**src/rtl/sys_arr_out_row_fifo.sv**
```systemverilog
// Systolic-array output row FIFO: per-column skewed pushes, shared row pop.
// Optional sticky drop flag enabled by defining SYS_ARR_OUT_FIFO_OVF_EN.
module sys_arr_out_row_fifo #(
    parameter int DW    = 16,
    parameter int N     = 4,
    parameter int DEPTH = 4,
    localparam int PW   = $clog2(DEPTH) + 1
) (
    input  logic            clk,
    input  logic            rst,
    input  logic [N-1:0]    shift,
    input  logic [DW*N-1:0] shift_value,
    input  logic            flush,
    input  logic            out_ready,
    output logic            out_valid,
    output logic [DW*N-1:0] out,
    output logic [PW-1:0]   row_count,
    output logic [N-1:0]    col_full,
    output logic            overflow
);

    localparam int AW = PW - 1;

    logic [DW-1:0] mem_q [DEPTH][N];
    logic [PW-1:0] wptr_q [N];
    logic [PW-1:0] wptr_d [N];
    logic [PW-1:0] rptr_q;
    logic [PW-1:0] rptr_d;
    logic [PW-1:0] occ [N];
    logic [N-1:0]  push;
    logic          pop;

    // A row is complete once every column holds it; min occupancy = rows.
    always_comb begin
        row_count = PW'(DEPTH);
        col_full  = '0;
        for (int c = 0; c < N; c++) begin
            occ[c]      = wptr_q[c] - rptr_q;
            col_full[c] = (occ[c] == PW'(DEPTH));
            if (occ[c] < row_count) begin
                row_count = occ[c];
            end
        end
    end

    assign out_valid = (row_count != '0);
    assign push      = shift & ~col_full & {N{~flush}};
    assign pop       = out_valid & out_ready & ~flush;

    always_comb begin
        for (int c = 0; c < N; c++) begin
            wptr_d[c] = flush ? '0 : wptr_q[c] + PW'(push[c]);
        end
        rptr_d = flush ? '0 : rptr_q + PW'(pop);
    end

    always_ff @(posedge clk or posedge rst) begin
        if (rst) begin
            for (int c = 0; c < N; c++) begin
                wptr_q[c] <= '0;
            end
            rptr_q <= '0;
        end else begin
            for (int c = 0; c < N; c++) begin
                wptr_q[c] <= wptr_d[c];
            end
            rptr_q <= rptr_d;
        end
    end

    // Storage is intentionally not reset; pointers alone define validity.
    always_ff @(posedge clk) begin
        for (int c = 0; c < N; c++) begin
            if (push[c]) begin
                mem_q[wptr_q[c][AW-1:0]][c] <= shift_value[DW*c +: DW];
            end
        end
    end

    always_comb begin
        out = '0;
        if (out_valid) begin
            for (int c = 0; c < N; c++) begin
                out[DW*c +: DW] = mem_q[rptr_q[AW-1:0]][c];
            end
        end
    end

`ifdef SYS_ARR_OUT_FIFO_OVF_EN
    logic ovf_q;
    logic ovf_d;

    assign ovf_d = flush ? 1'b0 : (ovf_q | (|(shift & col_full)));

    always_ff @(posedge clk or posedge rst) begin
        if (rst) begin
            ovf_q <= 1'b0;
        end else begin
            ovf_q <= ovf_d;
        end
    end

    assign overflow = ovf_q;
`else
    assign overflow = 1'b0;
`endif

endmodule
```
**config.mk**
```make
export PLATFORM = sky130hd
export DESIGN_NAME = sys_arr_out_row_fifo
export DESIGN_NICKNAME = d
export VERILOG_FILES = /design/src/rtl/sys_arr_out_row_fifo.sv
export SDC_FILE = /design/constraint.sdc
export NUM_CORES = 1
export LEC_CHECK = 0
export BUFFER_PORTS_ARGS = -buffer_cell sky130_fd_sc_hd__buf_4
export CORE_MARGIN = 3
export CORE_UTILIZATION = 55
export DETAILED_ROUTE_END_ITERATION = 8
export GPL_TIMING_DRIVEN = 0
export MAX_ROUTING_LAYER = met4
export PLACE_DENSITY = 0.76
export RECOVER_POWER = 50
export SLEW_MARGIN = 20
export SYNTH_ARGS = -nofsm -noshare
export SYNTH_HDL_FRONTEND = slang
export SYNTH_SLANG_ARGS = --single-unit
export TNS_END_PERCENT = 10
```
**constraint.sdc**
```tcl
create_clock -name clk -period 12.9 [get_ports clk]
set_clock_uncertainty 0.15 [all_clocks]
set_input_delay 3.225 -clock clk [delete_from_list [all_inputs] [get_ports clk]]
set_output_delay 3.225 -clock clk [all_outputs]
set_load 0.05 [all_outputs]
```
After elaboration in Yosys (flattened, before gate mapping)
Memory sizes are Yosys's and may differ from the RTL's.
Index checks and enable logic that the tools add are counted.
{"block": "totals", "regBits": 15, "ram_bits": 256, "in_bits": 72, "output_inout_bits": 73, "wordCells": 48, "mem_count": 1}
{"block": "op_classes", "addsub": 9, "magnitude_cmp": 4, "n_eq_ne": 4, "mux": 18, "bitwise": 6, "reduce_logical": 1}
{"memory": "mem_q", "depth": 4, "width": 64, "rd": 1, "rd_ports_with_merged_regs": 0, "wr": 4, "line": "24", "source": "logic [DW-1:0] mem_q [DEPTH][N];"}
{"operator": "$mux W64", "n": 1}
{"operator": "$mux W3", "n": 9}
{"operator": "$add A3 B1 Y3", "n": 5}
{"operator": "$eq A3 B3 Y1 const B", "n": 4}
{"operator": "$sub A3 B3 Y3", "n": 4}
{"operator": "$lt A3 B3 Y1", "n": 3}
{"operator": "$and A4 B4 Y4", "n": 2}
{"operator": "$mux W1", "n": 8}
{"operator": "$not A4 Y4", "n": 1}
{"operator": "$lt A3 B3 Y1 const B", "n": 1}
{"operator": "$reduce_bool A3 Y1", "n": 1}
{"operator": "$and A1 B1 Y1", "n": 2}
{"operator": "$not A1 Y1", "n": 1}

Logic depth before layout (Yosys ltp)
Gate-level depths: netlist (run 1).
{"block": "logic_depth", "depth_word": 14, "depth_mapped": 25, "depth_no_buf": 24}

Least setup slack after synthesis (run 1)
No wires, ideal clock.
{"block": "synth_timing", "path_kind": "flip-flop to output port", "from": "reg rptr_q[1]", "to": "out out[14]", "arrival_time_ns": 5.703, "required_time_ns": 9.525, "setup_slack_ns": 3.822, "stages_incl_launch_ff": 22, "n_path_buf": 4, "cell_sequence": "dfrtp_1 > clkbuf_1 > clkbuf_1 > inv_1 > fa_1 > xnor2_1 > xnor2_1 > inv_1 > ha_1 > a21oi_1 > nand2_1 > o22a_1 > o21ai_0 > o21ai_0 > ha_1 > a21oi_1 > nor2_1 > a21oi_1 > a21oi_2 > buf_4 > buf_2 > a31oi_1"}
{"block": "synth_via", "elab_chain_cells": 11, "elab_cells_between_ends": 15, "classes_between": "add/sub: 4; order compare: 4; mux: 5; reduce/logical: 1; memory: 1"}
{"item": "start: declaration", "line": "27", "source": "logic [PW-1:0] rptr_q;"}
{"item": "start signal: assignment", "line": "67", "source": "rptr_q <= rptr_d;"}
{"item": "$sub A3 B3 Y3", "line": "38", "source": "occ[c] = wptr_q[c] - rptr_q;"}
{"item": "$lt A3 B3 Y1", "line": "40", "source": "if (occ[c] < row_count) begin"}
{"item": "$mux W3", "line": "40"}
{"item": "$lt A3 B3 Y1", "line": "40"}
{"item": "$mux W3", "line": "40"}
{"item": "$lt A3 B3 Y1", "line": "40"}
{"item": "$mux W3", "line": "40"}
{"item": "$lt A3 B3 Y1", "line": "40"}
{"item": "$mux W3 *", "line": "40"}
{"item": "net row_count[2]", "line": "17", "source": "output logic [PW-1:0] row_count,"}
{"item": "$reduce_bool A3 Y1 *", "line": "46", "source": "assign out_valid = (row_count != '0);"}
{"item": "$mux W64 *", "line": "82", "source": "if (out_valid) begin"}
{"item": "end: declaration", "line": "16", "source": "output logic [DW*N-1:0] out,"}
The timed path passes the listed nets; every way through them passes the cells marked *.

Final worst setup path (run 1)
{"block": "layout_timing", "from": "reg rptr_q[1]", "to": "out out[14]"}
{"block": "layout_via", "elab_chain_cells": 11, "elab_cells_between_ends": 15, "classes_between": "add/sub: 4; order compare: 4; mux: 5; reduce/logical: 1; memory: 1"}
{"item": "$sub A3 B3 Y3", "line": "38"}
{"item": "$lt A3 B3 Y1", "line": "40"}
{"item": "$mux W3", "line": "40"}
{"item": "$lt A3 B3 Y1", "line": "40"}
{"item": "$mux W3", "line": "40"}
{"item": "$lt A3 B3 Y1", "line": "40"}
{"item": "$mux W3", "line": "40"}
{"item": "$lt A3 B3 Y1", "line": "40"}
{"item": "$mux W3", "line": "40"}
{"item": "$reduce_bool A3 Y1", "line": "46"}
{"item": "$mux W64 *", "line": "82"}
Mark *: on every way between the ends. The rest lies on a longest branch, timed or not.

==> metrics, run 1 <==
run status=completed; wire length of the first global-routing pass=36.1 mm; sequential fraction of the synthesis area=71.3%; total number of vias=6222; Setup Crit Path Kind=register to primary output; slew at the pin closest to its max-slew limit=0.902 ns; post-synthesis instance total=633; number of primary I/O pins=145; highest net fanout along the worst path=10; source-to-sink clock delay at the later pin of the worst-skew pair=0.52 ns; Remaining Overflow, GRT=0; power density relative to cell area=243 mW/mm²; Clock Sink Count=271; routed vias/inst=5.65; filler cell count=1380; post-layout net count=914; final worst setup slack=3.10 ns; sequential standard cell area=0.00806 mm²; setup tns final=0 ns; pin count of the biggest net entering global routing=17; clock transition at the register clock pins on the worst setup and hold paths after CTS=0.06 ns; syn nets=729; slowest cell on the critical path=sky130_fd_sc_hd__clkbuf_1; Final Instance Count excl. Fillers=1102; CTS Hold Bufs=0; wirelength, routed=22.9 mm; detail-routed net length per standard cell=20.8 µm; worst min-delay path class=register to register; Std-Cell Rows=51; count of final setup violators=0; total DRC errors in the routed layout=0; area added between synthesis and finish=18.5%; post-cts resize count=0; input/output buffers=143; Switching Power=1370 µW; total number of H-tree levels=1; count of pins over their slew limit=0; average instance area after synthesis=17.9 µm²; kind of end point of the critical path=primary output; worst endpoint data arrival time=6.43 ns; worst endpoint required time=9.52 ns; Setup Fix Bufs, Post-CTS=0; first-pass detailed-route iteration total=4; Max Cap Viol=0; clock period minus final worst setup slack=9.80 ns; number of cells after detailed placement=1054; Num CTS Buffers=27; number of distinct library cell variants in the gate-level netlist after synthesis=36; area of the placeable core=0.0198 mm²; peak ir drop on the vdd network=0.000261 V; initial antenna violation count=1; internal power of the cells=1880 µW; Max-slew headroom=39.9%; global-route usage over all layers=21.7%; flop and latch count out of synthesis=271; unrepaired setup endpoints after global routing=false; largest incremental delay on the critical path=0.59 ns; die span in x=149 µm; Bufs and invs on worst path=7; Max Freq=102 MHz; static power due to leakage=0.00484 µW; Multi-input gate area=0.00275 mm²; total standard cell area after synthesis=0.0113 mm²; clock network fraction of total power=21.4%; switching power as a share of total power=42.1%; remaining antenna violation count after routing=0; final count of hold timing violations=0; buffer depth of the longest clock path=3; final clock period utilization by the worst path=76.0%; clock root buffer=sky130_fd_sc_hd__clkbuf_16; critical path's top delay family=buffers and inverters; proportion of layout cells with a drive suffix above 1=25.0%; height of the die=149 µm; DIE AREA=0.0223 mm²; register share of total power=31.2%; sequence of cells on the critical path=clkbuf_1, clkbuf_1, inv_1, fa_1, xnor2_1, xnor2_1, inv_1, ha_1, a21oi_1, nand2_1, o22a_1, o21ai_0, o21ai_0, ha_1, a21oi_1, nand2_1, a21oi_2, buf_4, buf_2, a31oi_1, buf_4; combinational fraction of design power=47.4%; initial drt markers=364; initial core utilization=57.0%; pre-CTS setup slack=3.72 ns; placer's final routability congestion estimate=0.775; vias in the first global route=6558; type of element launching the critical path=register; Final HPWL DP=15.7 mm; clock tree from TritonCTS=yes; number of synthesis warnings=0
==> layout make-up <==
cell class / count / area share (%)
Antenna cell: 1 / 0.0187
Buffer: 39 / 1.49
Clock inverter: 14 / 0.635
Sequential cell: 271 / 60.2
Inverter: 83 / 2.33
Tap cell: 265 / 2.48
Multi-Input combinational cell: 240 / 20.5
Clock buffer: 33 / 5.21
Timing Repair Buffer: 156 / 7.09
==> tightest hold or removal path: stages (launching register included) <==
cell                      delay [ns]
sky130_fd_sc_hd__dfrtp_1        0.38
sky130_fd_sc_hd__xnor2_1        0.13
sky130_fd_sc_hd__nor2_1         0.04
==> Yosys cell counts <==
library cell / count / area, µm²
sky130_fd_sc_hd__edfxtp_1: 256 / 7690
sky130_fd_sc_hd__a31oi_1: 64 / 400
sky130_fd_sc_hd__a21o_1: 2 / 15.0
sky130_fd_sc_hd__xor2_1: 1 / 8.76
sky130_fd_sc_hd__a311o_1: 1 / 10.0
sky130_fd_sc_hd__and2_1: 1 / 6.26
sky130_fd_sc_hd__a41o_1: 1 / 10.0
sky130_fd_sc_hd__o21ai_0: 3 / 15.0
sky130_fd_sc_hd__nor3_1: 1 / 5.00
sky130_fd_sc_hd__nor2_1: 13 / 48.8
sky130_fd_sc_hd__xnor2_1: 10 / 87.6
sky130_fd_sc_hd__nor2b_1: 11 / 68.8
sky130_fd_sc_hd__buf_6: 4 / 45.0
sky130_fd_sc_hd__o211ai_1: 1 / 7.51
sky130_fd_sc_hd__nand2_1: 12 / 45.0
sky130_fd_sc_hd__a22oi_1: 1 / 7.51
sky130_fd_sc_hd__nor3b_1: 11 / 82.6
sky130_fd_sc_hd__a21oi_2: 1 / 8.76
sky130_fd_sc_hd__a21oi_1: 4 / 20.0
sky130_fd_sc_hd__buf_4: 3 / 22.5
sky130_fd_sc_hd__a311oi_1: 1 / 8.76
sky130_fd_sc_hd__a31o_2: 1 / 8.76
sky130_fd_sc_hd__buf_2: 9 / 45.0
sky130_fd_sc_hd__ha_1: 20 / 250
sky130_fd_sc_hd__conb_1: 1 / 3.75
sky130_fd_sc_hd__xor3_2: 1 / 25.0
sky130_fd_sc_hd__buf_1: 8 / 30.0
sky130_fd_sc_hd__dfrtp_1: 15 / 375
sky130_fd_sc_hd__fa_1: 4 / 80.1
sky130_fd_sc_hd__o22a_1: 1 / 8.76
sky130_fd_sc_hd__and3_1: 6 / 37.5
sky130_fd_sc_hd__clkbuf_1: 15 / 56.3
sky130_fd_sc_hd__inv_1: 83 / 312
sky130_fd_sc_hd__nand3_1: 2 / 10.0
sky130_fd_sc_hd__mux4_2: 64 / 1440
sky130_fd_sc_hd__o21a_1: 1 / 7.51
==> state kept, by name, summed over array words and instances, names as in the netlist <==
name / flops
mem_q: 256
rptr_q: 3
wptr_q: 12
==> metal layers <==
metal	wire [µm]	track usage [%]
met1	9550	30.7
met2	11400	34.0
met3	1620	3.74
met4	361	4.44
met5	0	-
==> power by group through the flow <==
| stage | registers, µW | clock network [µW] | logic, µW |
|---|---|---|---|
| after floorplan | 1030 | 0 | 1100 |
| after global placement | 1030 | 0 | 1520 |
| after detailed placement | 1030 | 0 | 1550 |
| after CTS | 1020 | 709 | 1560 |
| after global routing | 1020 | 750 | 1620 |
| final | 1010 | 696 | 1540 |
==> through the flow <==
step	total power (µW)	utilization, %	hold slack [ns]	area (µm²)
3_5_place_dp	2590	64.9	0.410	12900
5_1_grt	3390	67.5	0.457	13400
6_report	3250	67.5	0.425	13400
4_1_cts	3280	68.8	0.425	13700
3_3_place_gp	2550	64.0	0.396	12700
2_1_floorplan	2130	-	0.370	11300
==> cells in the final DEF (no fill, tap or decap), types with 2 or more instances in the layout <==
cell type                   count
sky130_fd_sc_hd__nor2_1         8
sky130_fd_sc_hd__buf_2          9
sky130_fd_sc_hd__mux4_2        64
sky130_fd_sc_hd__and3_1         6
sky130_fd_sc_hd__xnor2_1       10
sky130_fd_sc_hd__clkinv_2       2
sky130_fd_sc_hd__a21o_1         2
sky130_fd_sc_hd__buf_6         10
sky130_fd_sc_hd__fa_1           4
sky130_fd_sc_hd__a31oi_1       64
sky130_fd_sc_hd__clkinv_1      10
sky130_fd_sc_hd__nor2_2         5
sky130_fd_sc_hd__nor3b_2        2
sky130_fd_sc_hd__buf_4         84
sky130_fd_sc_hd__clkbuf_16     27
sky130_fd_sc_hd__inv_1         83
sky130_fd_sc_hd__nand2_1       12
sky130_fd_sc_hd__a21oi_1        4
sky130_fd_sc_hd__ha_1          20
sky130_fd_sc_hd__nor2b_1       11
sky130_fd_sc_hd__dfrtp_1       15
sky130_fd_sc_hd__nor3b_1        9
sky130_fd_sc_hd__clkbuf_1      88
sky130_fd_sc_hd__edfxtp_1     256
sky130_fd_sc_hd__o21ai_0        3
sky130_fd_sc_hd__buf_1          8
sky130_fd_sc_hd__nand3_1        2
==> worst paths after layout <==
check | start | endpoint | slack, ns | cells past startpoint
hold / removal | wptr_q[2] | wptr_q[2] | 0.43 | 2
setup reg to reg | rptr_q[1] | rptr_q[1] | 6.59 | 21
hold reg to reg | wptr_q[2] | wptr_q[2] | 0.43 | 2
max in group asynchronous | rst | wptr_q[3] | 9.57 | 2
min in group asynchronous | rst | rptr_q[2] | 2.63 | 2
setup / recovery | rptr_q[1] | out[14] | 3.10 | 21
==> cells by family after synthesis <==
logic type | after synthesis | share of synthesized area (%)
fa+ha+maj | 24 | 2.92
compound gates | 82 | 4.67
xor+xnor | 12 | 1.07
other cells | 1 | 0.0332
flops | 271 | 71.3
mux | 64 | 12.8
simple gates | 57 | 2.69
buf+inv | 122 | 4.52
Note: power is estimated with default switching activity, not from simulation.
==> run 2: changes to the inputs <==
- ABC_AREA: not set -> 1
- CORE_UTILIZATION: 55 -> 52
- clock period: 12.9 -> 8.9 ns (I/O delays scaled with it)
==> run 2 against run 1 <==
Final area is 1.6% higher. Clock-buffer cell count up 3. Cell count is 26% higher. Highest routed layer unchanged. Wire length increased by 12%.
==> metrics, run 2 <==
run status=completed; clock root buffer=sky130_fd_sc_hd__clkbuf_16; routed vias/inst=5.52 (-2.3%); max FFs per register=256 (unchanged); cell type with the highest aggregate area in the netlist=sky130_fd_sc_hd__edfxtp_1; detail-routed net length per standard cell=18.6 µm (-11%); Max Cap Viol=0 (unchanged); average instance area after synthesis=12.7 µm² (-29%); Final Instance Count excl. Fillers=1387 (+26%); final clock period utilization by the worst path=91.6%; placer's final routability congestion estimate=0.799 (+3.2%); vias in the first global route=7569 (+15%); total number of H-tree levels=1 (unchanged); wire length of the first global-routing pass=39.9 mm (+11%); worst reg2reg path startpoint=rptr_q[1]; number of distinct library cell variants in the gate-level netlist after synthesis=26 (-28%); largest incremental delay on the critical path=0.53 ns (-0.06 ns); type of element launching the critical path=register; clock period minus final worst setup slack=8.15 ns; die span in x=153 µm (+2.6%); first-pass detailed-route iteration total=5 (+1); instance count along the most critical hold path=1 (-1); height of the die=153 µm (+2.6%); grt met3 use=2.63% (-1.1 points); filler cell count=1609 (+17%); total standard cell area after synthesis=0.0113 mm² (-0.34%); total number of vias=7650 (+23%); total DRC errors in the routed layout=0 (unchanged); Max Freq=123 MHz; wirelength, routed=25.8 mm (+12%); most used routing layer=met2; Max-slew headroom=45.2% (+5.3 points); slowest cell on the critical path=sky130_fd_sc_hd__clkbuf_1; Multi-input gate area=0.00279 mm² (+1.6%); proportion of layout cells with a drive suffix above 1=15.1% (-9.9 points); top-count cell post-synth=sky130_fd_sc_hd__edfxtp_1; worst endpoint required time=6.53 ns (-2.99 ns); async set-or-reset flop fraction in the synthesized netlist=5.54% (unchanged); kind of end point of the critical path=primary output; grt met2 use=35.7% (+1.7 points); syn nets=985 (+35%); Setup Crit Path Kind=register to primary output; final worst setup slack=0.750 ns (-2.35 ns); post-layout net count=1186 (+30%); area added between synthesis and finish=20.8%; area of the placeable core=0.0212 mm² (+6.6%); sequential fraction of the synthesis area=71.6% (+0.25 points); Std-Cell Rows=53 (+3.9%); source-to-sink clock delay at the later pin of the worst-skew pair=0.52 ns (about the same); DIE AREA=0.0235 mm² (+5.2%); slew at the pin closest to its max-slew limit=0.817 ns (-0.0844 ns); Num CTS Buffers=27 (unchanged); most numerous cell types in the synthesized netlist=256 x sky130_fd_sc_hd__edfxtp_1, 220 x sky130_fd_sc_hd__nand2_1, 76 x sky130_fd_sc_hd__nor2_1; worst endpoint data arrival time=5.77 ns (-0.66 ns); worst min-delay path class=register to register; Final HPWL DP=17.7 mm (+13%); start point of the worst min-delay path=wptr_q[5]; main area contributors after synthesis=sky130_fd_sc_hd__edfxtp_1 68%, sky130_fd_sc_hd__nand2_1 7.3%, sky130_fd_sc_hd__a32o_1 5.7%; pin count of the biggest net entering global routing=16 (-1); flop and latch count out of synthesis=271 (unchanged); initial antenna violation count=0 (-1); number of synthesis warnings=0 (unchanged); post-synthesis instance total=889 (+40%); remaining antenna violation count after routing=0 (unchanged); highest net fanout along the worst path=13 (+3); GR Layer Usage met1=29.8% (-0.93 points); most common cell after layout, fill and taps aside=sky130_fd_sc_hd__edfxtp_1; Clock Sink Count=271 (unchanged); number of flops mapped to enable cells by yosys=256 (unchanged); clock tree from TritonCTS=yes; number of primary I/O pins=145 (unchanged); clock transition at the register clock pins on the worst setup and hold paths after CTS=0.06 ns (about the same); launch point of the critical path=rptr_q[1]; number of cells after detailed placement=1336 (+27%); primary flip-flop cell chosen by synthesis mapping=sky130_fd_sc_hd__edfxtp_1; input/output buffers=143 (unchanged); count of pins over their slew limit=0 (unchanged); initial core utilization=53.2% (-3.7 points); CTS Hold Bufs=0 (unchanged); Remaining Overflow, GRT=0 (unchanged); final count of hold timing violations=0 (unchanged); pre-CTS setup slack=1.08 ns (-2.64 ns); hold slack final=0.337 ns (-0.0875 ns); buffer depth of the longest clock path=3 (unchanged); global-route usage over all layers=22.0% (+0.35 points); cell repeated most along the worst path=sky130_fd_sc_hd__nand2_1; initial drt markers=553 (+52%); setup tns final=0 ns (unchanged); sequential standard cell area=0.00806 mm² (unchanged); fraction of synthesized cell area taken by the top area cell type=68.3% (+0.23 points); count of cells along the worst register-to-register path=32 (+52%); count of final setup violators=0 (unchanged); most frequent cells in the layout=256 x sky130_fd_sc_hd__edfxtp_1, 220 x sky130_fd_sc_hd__nand2_1, 111 x sky130_fd_sc_hd__clkbuf_1, 97 x sky130_fd_sc_hd__buf_4, 76 x sky130_fd_sc_hd__nor2_1; unrepaired setup endpoints after global routing=false
## run 2: cell types whose count changed in the layout (fill, tap and decap cells not counted), sizes merged, moves of 6 or more
cell and delta:
nor2 +64, xnor2 -9, clkbuf +28, nor3 +18
nor3b -11, mux4 -64, nor2b -11, a21oi +66
inv -27, and3 -6, nand2 +210, a31oi -64
nand3 +15, a32o +64
## run 2: path summary, 6_finish.rpt
check / to / slack (ns)
min reg2reg: wptr_q[5] / 0.34
min in group asynchronous: wptr_q[6] / 1.63
min: wptr_q[5] / 0.34
max in group asynchronous: wptr_q[4] / 6.56
max: out[48] / 0.75
max reg2reg: rptr_q[2] / 3.17
## run 2: final cells by class
| cell class | count | share of cell area (%) |
|---|---|---|
| well taps | 275 | 2.53 |
| repair buffers | 172 | 7.89 |
| diodes | 2 | 0.0368 |
| clock inverters | 13 | 0.837 |
| inverters | 57 | 1.57 |
| flip-flops and latches | 271 | 59.3 |
| multi-input cells | 509 | 20.5 |
| clock buffers | 36 | 5.51 |
| plain buffers | 52 | 1.79 |
## run 2: repair_timing
action	4_1_cts	5_1_grt
gates resized for setup	0	3
endpoints found under the hold margin	0	0
endpoints found under the setup margin	0	50
setup buffers	0	0
## run 2: stage by stage
stage / utilization (%) / instance area (µm²)
after floorplan: - / 11300
after global placement: 59.9 / 12700
after detailed placement: 61.5 / 13000
after CTS: 65.6 / 13900
after global routing: 64.3 / 13600
final: 64.3 / 13600
## run 2: kinds of logic (layout without fill, tap and decap cells)
kind of cell / after synthesis / count (layout) / share of synthesized area, %
buf+inv: 109 / 330 / 4.05
fa+ha+maj: 24 / 24 / 2.93
compound gates: 142 / 142 / 9.15
xor+xnor: 6 / 6 / 0.467
flops: 271 / 271 / 71.6
other cells: 1 / 3 / 0.0333
simple gates: 336 / 336 / 11.8
## run 2: per-layer routing
layer	wire length (µm)	up-vias
li1	-	3588
met3	1830	38
met4	438	0
met5	0	-
met1	10800	3710
met2	12800	314
## run 2: critical path, delay by kind of cell, from the launching register on
kind,cells,cell delay (ns)
flops,1,0.38
fa+ha+maj,3,0.65
simple gates,14,1.30
compound gates,4,0.99
buf+inv,9,1.90
Power of run 2 is left out: the tool's default activity adds up to more than one toggle a clock period on the data nets, which glitch-free logic cannot reach.
==> run 3: changes to the inputs <==
- CORE_UTILIZATION: 52 -> 55
- clock period: 8.9 -> 8.55 ns (I/O delays scaled with it)
==> run 3 against run 2 <==
Die area shrank 5.2%. Global-route usage rose by 1.5 points. Non-clock buffer count down 6. First-iteration DRC count up 6.3%. Utilization up 4.0 points. Register-to-register slack lost 0.40 ns. Clock-buffer cell count fell by 3. Final area is 0.66% lower. Sequential share of layout area grew 0.39 points. Critical path depth decreased by 1. Via count fell by 1.4%. Worst hold slack better by 0.0073 ns. Largest cell class unchanged. Highest routed layer unchanged.
==> metrics, run 3 (synthesized netlist as in run 2, its figures left out) <==
global-route usage over all layers=23.5% (+1.5 points); Std-Cell Rows=51 (-3.8%); max FFs per register=256 (unchanged); max layer used=met4; wl on met1=10.3 mm (-3.9%); source-to-sink clock delay at the later pin of the worst-skew pair=0.52 ns (about the same); Setup Fix Bufs, Post-CTS=0 (unchanged); cell repeated most along the worst path=sky130_fd_sc_hd__nand2_1; placer's final routability congestion estimate=0.913 (+14%); final clock period utilization by the worst path=93.9%; detailed route wirelength on metal2=12.6 mm (-1.7%); area added between synthesis and finish=20.0%; first-pass detailed-route iteration total=5 (unchanged); pin count of the biggest net entering global routing=16 (unchanged); DIE AREA=0.0222 mm² (-5.2%); buffer depth of the longest clock path=3 (unchanged); clock transition at the register clock pins on the worst setup and hold paths after CTS=0.06 ns (about the same); detail-routed net length per standard cell=18.5 µm (-0.65%); hold worst-path end=wptr_q[2]; Max-slew headroom=31.4% (-14 points); worst endpoint data arrival time=5.74 ns (-0.03 ns); largest incremental delay on the critical path=0.48 ns (-0.05 ns); unrepaired setup endpoints after global routing=false; clock period minus final worst setup slack=8.02 ns; initial antenna violation count=0 (unchanged); total inserted antenna cells=0 (-2); vias in the first global route=7510 (-0.78%); RR Endpoint=rptr_q[2]; Final HPWL DP=17.4 mm (-2.0%); slew at the pin closest to its max-slew limit=1.02 ns (+0.204 ns); Max Freq=125 MHz; worst min-delay path class=register to register; clock root buffer=sky130_fd_sc_hd__clkbuf_16; height of the die=149 µm (-2.7%); initial drt markers=588 (+6.3%); post-layout net count=1180 (-0.51%); setup tns final=0 ns (unchanged); routed vias/inst=5.51 (-0.19%); most frequent cells in the layout=256 x sky130_fd_sc_hd__edfxtp_1, 220 x sky130_fd_sc_hd__nand2_1, 111 x sky130_fd_sc_hd__clkbuf_1, 91 x sky130_fd_sc_hd__buf_4, 76 x sky130_fd_sc_hd__nor2_1; instance count along the most critical hold path=1 (unchanged); wire length of the first global-routing pass=39.6 mm (-0.79%); clock tree from TritonCTS=yes; total DRC errors in the routed layout=0 (unchanged); final count of hold timing violations=0 (unchanged); area of the placeable core=0.0198 mm² (-6.5%); Setup Crit Path Kind=register to primary output; proportion of layout cells with a drive suffix above 1=15.2% (+0.068 points); count of final setup violators=0 (unchanged); input/output buffers=143 (unchanged); start point of the worst min-delay path=wptr_q[2]; Max Cap Viol=0 (unchanged); count of cells along the worst register-to-register path=31 (-3.1%); type of element launching the critical path=register; total number of H-tree levels=1 (unchanged); highest net fanout along the worst path=13 (unchanged); Clock Sink Count=271 (unchanged); count of pins over their slew limit=0 (unchanged); Remaining Overflow, GRT=0 (unchanged); setup slack of the most critical reg-to-reg path=2.77 ns (-0.40 ns); worst endpoint required time=6.26 ns (-0.27 ns); initial core utilization=56.9% (+3.7 points); met3 wirelength from detailed routing=1.88 mm (+2.6%); number of primary I/O pins=145 (unchanged); remaining antenna violation count after routing=0 (unchanged); slowest cell on the critical path=sky130_fd_sc_hd__clkbuf_2; die span in x=149 µm (-2.7%); run status=completed; filler cell count=1434 (-11%); wirelength, routed=25.3 mm (-1.9%); total number of vias=7542 (-1.4%); worst reg2reg path startpoint=rptr_q[1]; Num CTS Buffers=27 (unchanged); kind of end point of the critical path=primary output; most common cell after layout, fill and taps aside=sky130_fd_sc_hd__edfxtp_1
==> run 3: repair_timing <==
| action | 4_1_cts | 5_1_grt |
|---|---|---|
| gates resized for setup | 0 | 3 |
| setup endpoints to repair | 0 | 65 |
| hold buffers | 0 | 0 |
==> run 3: metrics by stage <==
stage	instances	util (%)	setup WS [ns]	hold WS, ns	area (µm²)
after floorplan	889	-	1.54	0.304	11300
after global placement	1297	64.0	0.838	0.322	12700
after detailed placement	1321	65.5	0.703	0.333	13000
after CTS	1371	69.7	0.0688	0.342	13800
after global routing	1370	68.3	0.189	0.371	13500
final	1370	68.3	0.525	0.345	13500
==> run 3: area by class of cell <==
class                           count  area [µm²]  share of cell area [%]
Multi-Input combinational cell    509        2800                    20.7
Tap cell                          265         332                    2.45
Clock inverter                     17         125                   0.926
Inverter                           57         214                    1.58
Sequential cell                   271        8060                    59.7
Buffer                             51         240                    1.78
Clock buffer                       33         698                    5.17
Timing Repair Buffer              167        1040                    7.70
==> run 3: critical path: cells and delay by family, from the launching register on <==
family	cells	cell delay (ns)
buffers and inverters	8	1.68
AND/OR/NAND/NOR	14	1.42
AO/OA/AOI/OAI	4	1.08
adder cells (fa/ha/maj)	3	0.65
flip-flops	1	0.38
==> run 3: worst max path at each step <==
stage          startpoint  endpoint  slack, ns  depth (start not counted)
2_1_floorplan   rptr_q[1]   out[54]       1.54                         26
5_1_grt         rptr_q[1]   out[49]       0.19                         29
3_5_place_dp    rptr_q[1]   out[35]       0.70                         28
6_report        rptr_q[1]   out[35]       0.53                         29
4_1_cts         rptr_q[1]   out[35]       0.07                         26
3_3_place_gp    rptr_q[1]   out[35]       0.84                         28
==> run 3: metal layers <==
metal | track usage [%] | up-vias
met4 | 7.51 | 0
met1 | 31.5 | 3617
li1 | - | 3577
met2 | 38.1 | 303
met5 | - | -
met3 | 3.04 | 45
Power of run 3 is left out for the same reason.
